--- src/rtl/host_link_pkg.sv ---
// Shared types and helpers for the host link multiplexer: FSM encodings,
// byte type and the round-robin picker.
package host_link_pkg;

  localparam int LEN_W = 8;

  typedef logic [LEN_W-1:0] byte_t;

  typedef enum logic [1:0] {TX_IDLE, TX_CHAN, TX_LEN, TX_DATA} tx_state_e;
  typedef enum logic [1:0] {RX_CHAN, RX_LEN, RX_DATA} rx_state_e;

  // First requester strictly after ptr (wrapping at n); returns ptr if none.
  function automatic logic [2:0] rr_next(input logic [7:0] req,
                                         input logic [2:0] ptr,
                                         input int n);
    logic [2:0] sel;
    logic [2:0] idx;
    logic       found;
    sel   = ptr;
    found = 1'b0;
    for (int i = 1; i <= 8; i++) begin
      idx = 3'((int'(ptr) + i) % n);
      if (i <= n && !found && req[idx]) begin
        sel   = idx;
        found = 1'b1;
      end
    end
    return sel;
  endfunction

endpackage

--- src/rtl/host_link_hold.sv ---
// One-entry hold/skid stage behind a FIFO whose data lags rden by one cycle.
// The byte on the FIFO bus passes straight through; it is parked only when not drained.
module host_link_hold #(
  parameter int W = 8
) (
  input  logic         clk,
  input  logic         rst_n,
  input  logic         fetch,
  input  logic [W-1:0] din,
  input  logic         drain,
  output logic         valid,
  output logic [W-1:0] dout
);

  logic         pend;
  logic         full;
  logic [W-1:0] data;

  always_ff @(posedge clk or negedge rst_n) begin
    if (!rst_n) begin
      pend <= 1'b0;
      full <= 1'b0;
      data <= '0;
    end else begin
      pend <= fetch;
      if (pend && !drain && !full) begin
        data <= din;
        full <= 1'b1;
      end else if (full && drain) begin
        full <= 1'b0;
      end
    end
  end

  assign valid = pend | full;
  assign dout  = full ? data : din;

endmodule

--- src/rtl/host_link_mux.sv ---
// Muxes NCH byte-stream clients onto one transport FIFO pair with a channel-byte prefix.
// Define HOST_LINK_MUX_DROPCNT_EN to add the saturating rx_dropped bad-frame counter.
module host_link_mux
  import host_link_pkg::*;
#(
  parameter int NCH = 2
) (
  input  logic             CLK,
  input  logic             RESETn,
  output logic             com_rden,
  input  logic             com_rdempty,
  input  logic [7:0]       com_rddata,
  output logic             com_wren,
  input  logic             com_wrfull,
  output logic [7:0]       com_wrdata,
  output logic [NCH-1:0]   c_rden,
  input  logic [NCH-1:0]   c_rdempty,
  input  logic [8*NCH-1:0] c_rddata,
  output logic [NCH-1:0]   c_wren,
  input  logic [NCH-1:0]   c_wrfull,
  output logic [7:0]       c_wrdata,
`ifdef HOST_LINK_MUX_DROPCNT_EN
  output logic [15:0]      rx_dropped,
`endif
  output logic             tx_busy,
  output logic             rx_busy
);

  localparam int CHW = $clog2(NCH);

  // Blocks FIFO reads while reset is asserted and for the first cycle after.
  logic live;

  // ---------------- outbound ----------------
  tx_state_e      tx_st, tx_nx;
  logic [CHW-1:0] gnt, rr_ptr, gnt_nx;
  logic           len_req;
  byte_t          tx_cnt, tx_left;
  logic           tx_fetch, tx_drain, tx_vld, tx_want, any_req;
  byte_t          tx_din, tx_dout;
  logic [7:0]     req8;

  always_comb begin
    req8             = '0;
    req8[NCH-1:0]    = ~c_rdempty;
    any_req          = |req8;
    gnt_nx           = CHW'(rr_next(req8, 3'(rr_ptr), NCH));
  end

  assign tx_din = c_rddata[int'(gnt)*8 +: 8];

  always_comb begin
    tx_nx      = tx_st;
    tx_drain   = 1'b0;
    tx_want    = 1'b0;
    com_wren   = 1'b0;
    com_wrdata = '0;
    case (tx_st)
      TX_IDLE: if (any_req) tx_nx = TX_CHAN;
      TX_CHAN: begin
        tx_want = !len_req;
        if (!com_wrfull) begin
          com_wren   = 1'b1;
          com_wrdata = byte_t'(gnt);
          tx_nx      = TX_LEN;
        end
      end
      TX_LEN: begin
        tx_want = !len_req;
        if (tx_vld && !com_wrfull) begin
          tx_drain   = 1'b1;
          com_wren   = 1'b1;
          com_wrdata = tx_dout;
          tx_want    = (tx_dout != '0);
          tx_nx      = (tx_dout == '0) ? TX_IDLE : TX_DATA;
        end
      end
      TX_DATA: begin
        tx_want = (tx_left != '0);
        if (tx_vld && !com_wrfull) begin
          tx_drain   = 1'b1;
          com_wren   = 1'b1;
          com_wrdata = tx_dout;
          if (tx_cnt == 8'd1) tx_nx = TX_IDLE;
        end
      end
      default: tx_nx = TX_IDLE;
    endcase
    tx_fetch = live && tx_want && !c_rdempty[gnt] && (!tx_vld || tx_drain);
  end

  always_comb begin
    c_rden      = '0;
    c_rden[gnt] = tx_fetch;
  end

  always_ff @(posedge CLK or negedge RESETn) begin
    if (!RESETn) begin
      live    <= 1'b0;
      tx_st   <= TX_IDLE;
      gnt     <= '0;
      rr_ptr  <= CHW'(NCH - 1);
      len_req <= 1'b0;
      tx_cnt  <= '0;
      tx_left <= '0;
    end else begin
      live  <= 1'b1;
      tx_st <= tx_nx;
      if (tx_st == TX_IDLE && any_req) begin
        gnt     <= gnt_nx;
        rr_ptr  <= gnt_nx;
        len_req <= 1'b0;
      end else if (tx_fetch) begin
        len_req <= 1'b1;
      end
      // tx_left counts payload bytes still to request; tx_cnt counts bytes still to write.
      if (tx_st == TX_LEN && tx_drain) begin
        tx_cnt  <= tx_dout;
        tx_left <= tx_dout - byte_t'(tx_fetch);
      end else if (tx_st == TX_DATA) begin
        if (tx_drain) tx_cnt <= tx_cnt - 8'd1;
        tx_left <= tx_left - byte_t'(tx_fetch);
      end
    end
  end

  host_link_hold #(.W(LEN_W)) u_tx_hold (
    .clk   (CLK),
    .rst_n (RESETn),
    .fetch (tx_fetch),
    .din   (tx_din),
    .drain (tx_drain),
    .valid (tx_vld),
    .dout  (tx_dout)
  );

  assign tx_busy = (tx_st != TX_IDLE);

  // ---------------- inbound ----------------
  rx_state_e      rx_st, rx_nx;
  logic [CHW-1:0] tgt;
  logic           bad;
  byte_t          rx_cnt;
  logic           rx_fetch, rx_drain, rx_vld, tgt_full;
  byte_t          rx_dout;

  always_comb begin
    rx_nx    = rx_st;
    rx_drain = 1'b0;
    c_wren   = '0;
    c_wrdata = '0;
    tgt_full = c_wrfull[tgt];
    case (rx_st)
      RX_CHAN: if (rx_vld) begin
        rx_drain = 1'b1;
        rx_nx    = RX_LEN;
      end
      RX_LEN: if (rx_vld && (bad || !tgt_full)) begin
        rx_drain = 1'b1;
        if (!bad) begin
          c_wren[tgt] = 1'b1;
          c_wrdata    = rx_dout;
        end
        rx_nx = (rx_dout == '0) ? RX_CHAN : RX_DATA;
      end
      RX_DATA: if (rx_vld && (bad || !tgt_full)) begin
        rx_drain = 1'b1;
        if (!bad) begin
          c_wren[tgt] = 1'b1;
          c_wrdata    = rx_dout;
        end
        if (rx_cnt == 8'd1) rx_nx = RX_CHAN;
      end
      default: rx_nx = RX_CHAN;
    endcase
  end

  assign rx_fetch = live && !com_rdempty && (!rx_vld || rx_drain);
  assign com_rden = rx_fetch;

  always_ff @(posedge CLK or negedge RESETn) begin
    if (!RESETn) begin
      rx_st  <= RX_CHAN;
      tgt    <= '0;
      bad    <= 1'b0;
      rx_cnt <= '0;
    end else begin
      rx_st <= rx_nx;
      if (rx_st == RX_CHAN && rx_drain) begin
        tgt <= CHW'(rx_dout);
        bad <= (rx_dout >= byte_t'(NCH));
      end
      if (rx_st == RX_LEN && rx_drain) rx_cnt <= rx_dout;
      else if (rx_st == RX_DATA && rx_drain) rx_cnt <= rx_cnt - 8'd1;
    end
  end

`ifdef HOST_LINK_MUX_DROPCNT_EN
  always_ff @(posedge CLK or negedge RESETn) begin
    if (!RESETn) rx_dropped <= '0;
    else if (rx_st == RX_CHAN && rx_drain && rx_dout >= byte_t'(NCH) &&
             rx_dropped != 16'hFFFF)
      rx_dropped <= rx_dropped + 16'd1;
  end
`endif

  host_link_hold #(.W(LEN_W)) u_rx_hold (
    .clk   (CLK),
    .rst_n (RESETn),
    .fetch (rx_fetch),
    .din   (com_rddata),
    .drain (rx_drain),
    .valid (rx_vld),
    .dout  (rx_dout)
  );

  assign rx_busy = (rx_st != RX_CHAN);

endmodule

--- config.mk ---
export PLATFORM = sky130hd
export DESIGN_NAME = host_link_mux
export DESIGN_NICKNAME = d
export VERILOG_FILES = /design/src/rtl/host_link_pkg.sv /design/src/rtl/host_link_hold.sv /design/src/rtl/host_link_mux.sv
export SDC_FILE = /design/constraint.sdc
export NUM_CORES = 1
export LEC_CHECK = 0
export ABC_AREA = 1
export ABC_CLOCK_PERIOD_IN_PS = 5300
export BUFFER_PORTS_ARGS = -buffer_cell sky130_fd_sc_hd__buf_2
export CAP_MARGIN = 20
export CELL_PAD_IN_SITES_DETAIL_PLACEMENT = 0
export CELL_PAD_IN_SITES_GLOBAL_PLACEMENT = 1
export CORE_UTILIZATION = 44
export CTS_CLUSTER_SIZE = 12
export DETAILED_ROUTE_END_ITERATION = 8
export PLACE_DENSITY = 0.87
export SYNTH_ARGS = -nofsm -noshare
export SYNTH_HDL_FRONTEND = slang
export SYNTH_HIERARCHICAL = 1
export SYNTH_SLANG_ARGS = --single-unit
--- constraint.sdc ---
create_clock -name CLK -period 5.3 [get_ports CLK]
set_clock_uncertainty 0.15 [all_clocks]
set_input_delay 1.06 -clock CLK [delete_from_list [all_inputs] [get_ports CLK]]
set_output_delay 1.06 -clock CLK [all_outputs]
set_load 0.1 [all_outputs]
# Word level (Yosys, flattened, before mapping)
# Index checks and enable logic that the tools add are counted.
# op_classes
eq_ne,16
bitwise_logic,6
n_addsub,6
reduce_logical,56
n_lt_le_gt_ge,7
mux,61
n_shift,1
# op_table
cell,count
$mux 8,13
$mux 2,14
$mux 1,24
$logic_and 1x1->1,21
$ne 2x2->1 const B,9
$eq 8x1->1 const B,2
$logic_not 8->1,2
$pmux 8 s2,1
$reduce_bool 2->1,8
$reduce_bool 8->1,2
$shiftx 16x5->8,1
$sub 8x1->8,2
$sub 8x1->8 const B,2
$logic_not 1->1,12
$ge 8x2->1 const B,1
$lt 3x4->1 const B,2
$pmux 2 s4,1
$eq 2x2->1 const B,3
$pmux 2 s3,1
$reduce_or 2->1,3
$reduce_and 5->1,1
$bmux 1 s2,2
$eq 2x1->1 const B,2
$logic_not 2->1,2
other kinds (13),22
# word_totals
out_inout_bits,24
ff_bits,54
inputBits,32
wordCells,170

# Depth between registers and ports, before layout
# logic_depth
ltp_word,11
mapped_depth,23
ltp_nobuf,21

# By module
# Netlist, hierarchy kept.
# modules_own_cells
module,cells_each,seq_area_each_um2,n_inst,area_each_um2
host_link_mux,398,852.1,1,2632.5
host_link_hold,67,250.2,2,538.0

# Least setup slack after synthesis
# Ideal clock, no wire load.
# synth_timing
kind,input to output
from,in c_wrfull[1]
to,out com_rden
setup_slack_ns,0.402
arrival_time_ns,3.688
required_time_ns,4.090
cell_stages,5
n_path_buf,0
cell_sequence,nand3_1 nand4_1 nand2_1 nand2_1 a211oi_1
# synth_via
elab_chain_len,9
# synth_rtl
element,line,text
start: declaration,host_link_mux.sv:20,"input logic [NCH-1:0] c_wrfull,"
$mux 1 (not written as such) (2 in series),host_link_mux.sv:152,tgt_full = c_wrfull[tgt];
$logic_not 1->1,"host_link_mux.sv:158, host_link_mux.sv:166",
$logic_or 1x1->1,"host_link_mux.sv:158, host_link_mux.sv:166",
$logic_and 1x1->1,"host_link_mux.sv:158, host_link_mux.sv:166",
$mux 1,"host_link_mux.sv:158, host_link_mux.sv:166",
$pmux 1 s2,host_link_mux.sv:153,case (rx_st)
$logic_or 1x1->1,host_link_mux.sv:178,assign rx_fetch = live && !com_rdempty && (!rx_vld || rx_drain);
$logic_and 1x1->1,host_link_mux.sv:178,
end: declaration,host_link_mux.sv:10,"output logic com_rden,"
# Every way passes these cells. The select of a mux whose other input is x is not followed.

# Worst setup path after layout
# layout_timing
from,in com_wrfull
to,out c_rden[0]
# layout_via
elab_chain_len,8
word_cells_on_any_way,11
cone_classes,4 x mux; 1 x bitwise; 6 x reduce/logical
# layout_rtl
element,line,text
start: declaration,host_link_mux.sv:14,"input logic com_wrfull,"
$logic_not 1->1 *,"host_link_mux.sv:70, host_link_mux.sv:80",
$logic_and 1x1->1 *,"host_link_mux.sv:70, host_link_mux.sv:80",
$mux 1,host_link_mux.sv:70,if (tx_vld && !com_wrfull) begin
$pmux 1 s3,host_link_mux.sv:58,case (tx_st)
$logic_and 1x1->1 (2 in series),host_link_mux.sv:89,tx_fetch = live && tx_want && !c_rdempty[gnt] && (!tx_vld || tx_drain);
$logic_and 1x1->1 *,host_link_mux.sv:89,
$and 2x2->2 (no source line) *,-,
end: declaration,host_link_mux.sv:16,"output logic [NCH-1:0] c_rden,"
# Mark *: on every way between the ends. The rest lies on a longest branch, timed or not.

==> impl_metrics.py <==
metrics = {
    "run": {
        "drv_cap": 0,
    },
    "final_layout": {
        "fillers": 875,
        "final_layout_size_suffix_gt1_share_pct": 16.1,
        "area_delta_synth_final_pct": 10.8,
        "seqCellArea_sq_mm": 0.00135,
        "diodes": 0,
        "multi_input_area_sq_mm": 0.00197,
        "nets": 624,
    },
    "pwr": {
        "cellLeakagePower_uw": 0.00225,
        "p_per_area_mw_per_mm2": 617,
        "max-vdd-ir-drop_v": 0.000404,
    },
    "synthesis": {
        "syn-num-nets": 574,
        "yosysTopAreaCell": "dfrtp_1",
        "synthTopCellsByArea": "dfrtp_1 36%, nand2_1 20%, inv_1 6.5%",
        "avgSynthCellArea_sq_um": 6.97,
        "yosys-top-cells-count": "202 x nand2_1, 64 x inv_1, 54 x nor2_1",
        "synth_edf_count": 0,
        "ys.flop_type": "dfrtp_1",
        "async_reset_ff_share_pct": 100,
        "ys_ff_latch": 54,
        "synth.distinct_cells": 36,
        "synth.most_common_cell": "nand2_1",
        "synth_area_sq_mm": 0.00371,
        "seq_area_frac_synth_pct": 36.5,
        "synth_top_area_share_pct": 35.8,
        "ys_warn_count": 6,
        "syn-instance-count": 532,
    },
    "clock_tree": {
        "cts_buffers": 5,
        "cts_setup_buffers": 0,
        "clk-insertion-delay-late_ns": 0.30,
        "clk_path_buf_depth": 2,
        "root_buffer": "clkbuf_8",
        "cts_tree": "done",
        "clkTransAtPathRegs_ns": 0.10,
        "cts_num_sinks": 54,
        "cts_repair_resize_count": 0,
        "htree_levels": 2,
        "holdBufCountCts": 0,
    },
    "global_routing": {
        "grt_overflow_total": 0,
        "grt_max_degree": 55,
        "grt_pass1_vias": 3289,
        "track_usage_pct": 22.3,
        "grt_pass1_wl_um": 15500,
        "antenna_found_initial": 0,
    },
    "sta": {
        "hold_viol_final": 0,
        "finalSetupViolCount": 0,
        "tightestPinTransition_ns": 0.697,
        "relSlewSlack_pct": 53.6,
        "drv_slew": 0,
        "timing.fmax_mhz": 257,
        "rsz0062_at_grt": "false",
        "fin_setup_tns_ns": 0,
        "period_minus_slack_ns": 3.89,
        "hold_ws_ns": 0.331,
        "final_min_period_over_clock_period_pct": 73.5,
    },
    "route": {
        "drtIter0Drc": 136,
        "routed_wl_um": 8840,
        "drc": 0,
        "wire_per_inst_um": 12.8,
        "viasPerCell": 4.97,
        "drt-pass1-iter-count": 4,
        "ant_nets": 0,
        "vias": 3422,
    },
    "worst_setup_path": {
        "worstSetupPathType": "input port to primary output",
        "critical_path.max_fanout": 13,
        "cp_num_buf_inv": 4,
        "path_common_cell": "nor2_1",
        "crit_arrival_ns": 2.68,
        "cp.required_ns": 4.09,
        "cp-end-kind": "primary output",
        "worst_setup_path_start_kind": "input port",
        "cp_num_cells": 10,
        "cpLargestDelayFamily": "buffers and inverters",
        "rrSetupSlack_ns": 2.13,
        "r2r_cells": 21,
        "cp_slowest_cell": "buf_2",
        "crit_chain": "buf_2, inv_1, nand2_2, nor2_1, buf_4, nor2_1, nor4_1, nand2_1, nor2_1, buf_2",
        "worst_path_largest_cell_delay_ns": 0.43,
    },
    "floorplanning": {
        "num_rows": 33,
        "design.die.area_sq_mm": 0.00880,
        "start_util_pct": 45.4,
        "pin_count": 56,
        "die_h_um": 93.8,
        "core-area_sq_mm": 0.00818,
        "die_w_um": 93.8,
    },
    "worst_hold_path": {
        "whs_path_depth": 2,
        "min_path_type": "flop to flop",
    },
    "placed_design": {
        "place_hpwl_um": 6670,
        "io_buffers": 55,
        "gp_congestion": 0.870,
    },
    "run_status": {
        "status": "complete, no violations",
    },
}
power breakdown:
| group | internal (uW) | total (uW) | switching [uW] |
|---|---|---|---|
| clock network | 93.3 | 235 | 142 |
| registers | 586 | 762 | 176 |
| logic | 424 | 1540 | 1110 |
metrics by stage:
step | std cells | setup slack [ns] | utilization [%] | cell area, sq um | total power [uW]
after floorplan | 532 | 0.402 | - | 3710 | 2040
after global placement | 680 | 1.55 | 49.2 | 4020 | 2270
after detailed placement | 680 | 1.42 | 49.2 | 4020 | 2310
after CTS | 688 | 1.41 | 50.3 | 4110 | 2560
after global routing | 688 | 1.10 | 50.3 | 4110 | 2790
final | 688 | 1.41 | 50.3 | 4110 | 2540
metal layers:
metal  up-vias  track usage (%)  routed length [um]
li1       1779                -                   -
met2        77             37.5                4200
met4         0             5.38                 114
met5         -                0                   0
met3         8             2.83                 307
met1      1558             30.3                4210
area by class of cell:
type | instances | share of cell area, %
sequential | 54 | 32.9
tap | 105 | 3.20
inverter | 69 | 6.67
clock buffer | 5 | 1.67
multi-input combinational | 395 | 48.0
clock inverter | 3 | 0.518
timing repair buffer | 57 | 7.06
path summary, 6_finish.rpt:
path	from	to
worst max-delay path	com_wrfull	c_rden[0]
worst min-delay path	u_tx_hold/data[0]	u_tx_hold/data[0]
worst max register to register	gnt	tx_left[4]
worst min register to register	u_tx_hold/data[0]	u_tx_hold/data[0]
max in group asynchronous	RESETn	tx_left[5]
min in group asynchronous	RESETn	u_rx_hold/data[3]
registers in the layout, indices dropped and copies added, names as in the netlist, 2 cells and up:
register / cells
rx_cnt: 8
tx_cnt: 8
tx_left: 8
u_rx_hold/data: 8
u_tx_hold/data: 8
rx_st: 2
tx_st: 2
tightest hold or removal path: cells and delay by family, from the launching register on:
kind             cells  cell delay, ns
flip-flops           1            0.35
AND/OR/NAND/NOR      2            0.10
cell families after synthesis:
| kind of cell | count (synthesis) | share of synthesized area (%) |
|---|---|---|
| adders and majority gates | 10 | 3.37 |
| xor gates and xnor gates | 8 | 1.89 |
| and+or+nand+nor | 331 | 40.2 |
| AOI/OAI and AO/OA | 45 | 7.59 |
| other | 1 | 0.101 |
| DFF | 54 | 36.5 |
| buffers and inverters | 83 | 10.4 |
cell usage in the layout (no fill, tap or decap), types with 6 or more instances in the layout:
| cell | Yosys | layout |
|---|---|---|
| nor2_4 | 6 | 6 |
| nand2_1 | 202 | 202 |
| nor2_1 | 54 | 54 |
| nand3_1 | 25 | 25 |
| a21oi_1 | 8 | 8 |
| xor2_1 | 6 | 6 |
| o211ai_1 | 7 | 7 |
| dfrtp_1 | 53 | 53 |
| inv_1 | 64 | 64 |
| buf_2 | 4 | 55 |
| ha_1 | 10 | 10 |
| nand4_1 | 25 | 25 |
| o21ai_0 | 22 | 22 |
No activity file was read; power rests on OpenSTA's default activity.
